### config.mk
export PLATFORM = sky130hd
export DESIGN_NAME = stream_demux
export DESIGN_NICKNAME = d
export VERILOG_FILES = /design/src/rtl/stream_demux_pkg.sv /design/src/rtl/demux_buffer.sv /design/src/rtl/stream_demux.sv
export SDC_FILE = /design/constraint.sdc
export NUM_CORES = 1
export LEC_CHECK = 0
export CORE_MARGIN = 2
export CORE_UTILIZATION = 50
export CTS_CLUSTER_DIAMETER = 60
export DETAILED_ROUTE_END_ITERATION = 6
export PLACE_DENSITY = 0.78
export SLEW_MARGIN = 25
export SYNTH_ARGS = -nofsm -noshare
export SYNTH_HDL_FRONTEND = slang
export SYNTH_SLANG_ARGS = --single-unit
### constraint.sdc
create_clock -name clk -period 2.6 [get_ports clk]
set_input_delay 0.65 -clock clk [delete_from_list [all_inputs] [get_ports clk]]
set_output_delay 0.65 -clock clk [all_outputs]
set_load 0.01 [all_outputs]
### src/rtl/stream_demux_pkg.sv
// Shared constants and occupancy encodings for the 1-to-2 stream demultiplexer.
package stream_demux_pkg;

    localparam int DEMUX_DEPTH = 2;

    typedef enum logic [1:0] {
        EMPTY = 2'd0,
        ONE   = 2'd1,
        TWO   = 2'd2
    } occ_e;

endpackage

### src/rtl/demux_buffer.sv
// Two-entry FIFO for one demux output: occupancy FSM, head-word output and a
// wrapping count of words delivered to the consumer.
module demux_buffer
    import stream_demux_pkg::*;
#(
    parameter int size      = 8,
    parameter int cnt_width = 16
) (
    input  logic                 clk,
    input  logic                 reset,
    input  logic [size-1:0]      push_data,
    input  logic                 push_valid,
    output logic                 full,
    output logic [size-1:0]      out_data,
    output logic                 out_valid,
    input  logic                 out_ready,
    output logic [cnt_width-1:0] out_count
);

    localparam int PTR_W = (DEMUX_DEPTH > 1) ? $clog2(DEMUX_DEPTH) : 1;

    occ_e                 state_q, state_d;
    logic [PTR_W-1:0]     wr_ptr_q, wr_ptr_d;
    logic [PTR_W-1:0]     rd_ptr_q, rd_ptr_d;
    logic [size-1:0]      mem_q [DEMUX_DEPTH];
    logic [size-1:0]      mem_d [DEMUX_DEPTH];
    logic [cnt_width-1:0] count_q, count_d;
    logic                 push;
    logic                 pop;

    // A full buffer refuses pushes even when it is being popped: no pass-through.
    assign full      = (state_q == TWO);
    assign out_valid = (state_q != EMPTY);
    assign push      = push_valid && !full;
    assign pop       = out_valid && out_ready;
    assign out_data  = mem_q[rd_ptr_q];
    assign out_count = count_q;

    always_comb begin
        // NOTE: every output of this block gets a default first so no path leaves it unassigned (no latch).
        state_d  = state_q;
        wr_ptr_d = wr_ptr_q;
        rd_ptr_d = rd_ptr_q;
        mem_d    = mem_q;
        count_d  = count_q;

        if (push) begin
            mem_d[wr_ptr_q] = push_data;
            wr_ptr_d        = wr_ptr_q + 1'b1;
        end
        if (pop) begin
            rd_ptr_d = rd_ptr_q + 1'b1;
            count_d  = count_q + 1'b1;
        end

        case (state_q)
            EMPTY: if (push) state_d = ONE;
            ONE: begin
                if (push && !pop)      state_d = TWO;
                else if (pop && !push) state_d = EMPTY;
            end
            TWO:     if (pop) state_d = ONE;
            default: state_d = EMPTY;
        endcase
    end

    // NOTE: non-blocking assignments for all state so every flop samples pre-edge values.
    always_ff @(posedge clk) begin
        if (reset) begin
            state_q  <= EMPTY;
            wr_ptr_q <= '0;
            rd_ptr_q <= '0;
            count_q  <= '0;
            // NOTE: storage is cleared on reset because out_data must read 0 after reset.
            for (int i = 0; i < DEMUX_DEPTH; i++) mem_q[i] <= '0;
        end else begin
            state_q  <= state_d;
            wr_ptr_q <= wr_ptr_d;
            rd_ptr_q <= rd_ptr_d;
            count_q  <= count_d;
            mem_q    <= mem_d;
        end
    end

endmodule

### src/rtl/stream_demux.sv
// Registered 1-to-2 stream demultiplexer: steers each accepted word to one of
// two independent 2-entry output buffers according to in_select.
module stream_demux
    import stream_demux_pkg::*;
#(
    parameter int size      = 8,
    parameter int cnt_width = 16
) (
    input  logic                 clk,
    input  logic                 reset,
    input  logic [size-1:0]      in_data,
    input  logic                 in_select,
    input  logic                 in_valid,
    output logic                 in_ready,
    output logic [size-1:0]      out0_data,
    output logic                 out0_valid,
    input  logic                 out0_ready,
    output logic [cnt_width-1:0] out0_count,
    output logic [size-1:0]      out1_data,
    output logic                 out1_valid,
    input  logic                 out1_ready,
    output logic [cnt_width-1:0] out1_count
);

    logic full0;
    logic full1;

    // in_ready depends only on registered fullness, never on outN_ready.
    assign in_ready = in_select ? !full1 : !full0;

    demux_buffer #(.size(size), .cnt_width(cnt_width)) u_buf0 (
        .clk        (clk),
        .reset      (reset),
        .push_data  (in_data),
        .push_valid (in_valid && !in_select),
        .full       (full0),
        .out_data   (out0_data),
        .out_valid  (out0_valid),
        .out_ready  (out0_ready),
        .out_count  (out0_count)
    );

    demux_buffer #(.size(size), .cnt_width(cnt_width)) u_buf1 (
        .clk        (clk),
        .reset      (reset),
        .push_data  (in_data),
        .push_valid (in_valid && in_select),
        .full       (full1),
        .out_data   (out1_data),
        .out_valid  (out1_valid),
        .out_ready  (out1_ready),
        .out_count  (out1_count)
    );

endmodule
==> results of run 1 <==
-- power by group --
part	leakage [nW]	total (mW)	switching, mW	internal [mW]
Combinational	0.782	0.208	0.0973	0.111
Sequential	0.583	1.16	0.0332	1.13
Clock	0.0899	0.757	0.391	0.367
-- tightest hold or removal path: cells and delay by family, from the launching register on --
kind / cells / cell delay [ns]
AND/OR/NAND/NOR: 1 / 0.05
AO/OA/AOI/OAI: 1 / 0.05
flip-flops: 1 / 0.31
-- layout by cell type (no fill, tap or decap), types with 2 or more instances in the layout --
cell             synthesis  final
nand4_1                 12     12
nor3_1                   5      5
mux2_2                  16     16
nand2b_1                 2      2
nor3b_1                  2      2
nor4_1                   4      4
dfxtp_1                 72     72
nor4_2                   3      3
xnor2_1                 14     14
or3b_1                   2      2
xor2_1                  12     12
clkinv_2                 0      4
o21ai_0                  4      4
a21oi_1                 27     27
clkbuf_8                 0     10
inv_1                    5      5
and3_1                   2      2
and4_1                   3      3
nor2_1                  54     54
clkdlybuf4s50_1          0     63
nand2_1                 31     31
mux2i_1                 18     18
nor2b_1                  3      3
ha_1                     4      4
nand3_1                 23     23
mux2_1                   2      2
or3_1                    3      3
buf_4                    0     10
clkbuf_1                10      2
-- metrics by stage --
| step | area, um^2 | worst slack [ns] | utilization (%) | power, mW | hold slack [ns] |
|---|---|---|---|---|---|
| 2_1_floorplan | 3237 | 0.7621 | - | 1.304 | 0.4329 |
| 6_report | 4139 | 0.09452 | 65.56 | 2.129 | 0.4577 |
| 3_5_place_dp | 3974 | 0.08023 | 62.94 | 1.398 | 0.4485 |
| 5_1_grt | 4139 | 0.007241 | 65.56 | 2.226 | 0.4784 |
| 4_1_cts | 4139 | 0.07895 | 65.56 | 2.150 | 0.4575 |
| 3_3_place_gp | 3974 | 0.1017 | 62.94 | 1.393 | 0.4381 |
-- worst max-delay path by stage --
stage,cells after the start,to,slack [ns]
final,4,in_ready,0.09
after global routing,4,in_ready,0.007
after CTS,4,in_ready,0.08
after detailed placement,4,in_ready,0.08
after global placement,4,in_ready,0.10
after floorplan,7,u_buf1.state_q[0],0.76
-- cells by family after synthesis --
logic type / share of synthesized area [%]
and+or+nand+nor: 25.09
DFF: 44.53
AOI/OAI and AO/OA: 6.920
muxes: 11.83
xor gates and xnor gates: 7.035
buffers and inverters: 3.054
adders and majority gates: 1.546
-- registers in the layout, summed over array words and instances, names as in the netlist --
name              count
u_buf1.mem_q         16
u_buf1.state_q        2
u_buf0.wr_ptr_q       1
u_buf0.out_count     16
u_buf1.out_count     16
u_buf0.rd_ptr_q       1
u_buf1.rd_ptr_q       1
u_buf0.state_q        2
u_buf0.mem_q         16
u_buf1.wr_ptr_q       1
-- routing by layer --
layer  vias to the layer above  global-route usage, %  routed length (um)
met5                         -                      0                   0
met4                         0                  9.380                 119
met3                        10                  3.441                 203
met2                        47                  30.81                3208
met1                      1253                  27.64                3363
li1                       1380                      -                   -
-- final cells by class --
class,count,area share [%]
clock buffer,12,3.507
tap,77,2.328
sequential,72,34.82
clock inverter,4,0.4837
timing repair buffer,74,17.17
inverter,6,0.5441
multi-input combinational,263,41.14
==> metrics.txt, run 1 <==
Routed WL just under 7000 um; Crit path top cell by count clkdlybuf4s50_1; RSZ-0062 raised after global routing false; post-synth top area share between 40 and 50%; most common library cells after synthesis dfxtp_1, nor2_1, nand2_1; PortBufs 64; all-layer global routing usage 20.06%; CTS Root Cell clkbuf_8; first-pass GRT wire length approximately 12,000 um; area of the mapped netlist around 3200 um^2; worst hold path endpoint u_buf1.mem_q[0]; HP Class reg -> reg; ant diodes 0; Crit Reg-Reg Endpoint u_buf1.out_count[14]; initial antenna violation count 0; CP max FO 3; I/O pin count 65; peak supply drop approximately 0.49 mV; Yosys cell types between 40 and 50; post-route ant nets 0; Max clock buf depth 2; ys async rst share 0%; Area growth syn-to-layout 27.87%; Final GP Congestion slightly below 0.8; dpl hpwl slightly below 5000 um; ratio of cells with drive above 1 in the final layout about an eighth; Final Cycle Share between 90% and 100%; via count between 2,000 and 3,000; largest net degree at the start of global routing 35; Post-synth EDFFs 0; cts bufs inserted 9; Final Hold Violating Endpoints 0; drt wl/cell 13.57 um; H-Tree Depth 3; Worst Setup Path Type in -> out; vias in the first global route roughly 2,500; sequential area share after synthesis between 40 and 50%; slowest stage delay, CP approximately 0.55 ns; Reg2Reg Setup Slack 0.82 ns; Die Height ~84 um; Post-synth top flop dfxtp_1; Clock transition at path regs roughly 0.07 ns; Setup-failing EPs final 0; Yosys reg bits approximately 70; CP startpoint in_select; Critical Path RT 1.95 ns; core footprint about 6300 um^2; Max Freq about 400 MHz; min Tclk post-route approximately 2.5 ns; DRT Pass-1 Iters 4; syn_nets ~380; Nets roughly 440; post-synth top area cell dfxtp_1; delay-heaviest family, CP buffers and inverters; Residual DRC 0; PwrDens about 510 nW/um^2; largest cells by area after synthesis dfxtp_1, nor2_1, mux2i_1; Arr. time, crit path 1.86 ns; Mean Syn Cell Area approximately 9.0 um^2; origin of the critical flop-to-flop path u_buf1.out_count[0]; status finished, final reports clean; worst r2r path cells 5; final cell count without fillers around 510; crit path buf inv count 2; Die Area about 7000 um^2; cells after synthesis 358; Post-CTS Setup Bufs 0; num rows 29; post-CTS sizing 0; CTS tree yes; HP Start u_buf1.mem_q[0]; Rel. slew slack a little over two thirds; Vias/cell between 5 and 6; CTS Sinks 72; CP max-delay cell clkdlybuf4s50_1; final global-route overflow total 0; cts hold-fix bufs 0; Fin Setup TNS 0 ns; clock skew about 0.0072 ns; CP endpoint kind primary output; crit path cell chain clkdlybuf4s50_1 -> nor2_1 -> a21oi_1 -> clkdlybuf4s50_1; startpoint types input pin; top-count cell post-synth dfxtp_1; Leak 1.455 nW; area occupied by registers between 1000 and 1500 um^2; fill count approximately 560; final slew viol count 0; Slew @ Worst Pin 0.4432 ns; max-cap violation count 0; DRT iter0 DRCs approximately 150; Die X between 80 and 90 um; multi-input logic area approximately 1700 um^2; Initial Utilization between 50% and 60%; Cells after DPL between 400 and 500; Syn. warnings 0; Worst Hold Depth 2; clock latency on the worst-skew pair ~0.33 ns
(Power assumes the default switching activity.)
==> run 2: changes to the inputs <==
--- a/config.mk
+++ b/config.mk
@@ -10,7 +10,7 @@
 export CTS_CLUSTER_DIAMETER = 60
 export DETAILED_ROUTE_END_ITERATION = 6
 export PLACE_DENSITY = 0.78
-export SLEW_MARGIN = 25
+export SLEW_MARGIN = 20
 export SYNTH_ARGS = -nofsm -noshare
 export SYNTH_HDL_FRONTEND = slang
 export SYNTH_SLANG_ARGS = --single-unit
==> results of run 2 <==
Final layout, timing and power as in run 1 (identical DEF).
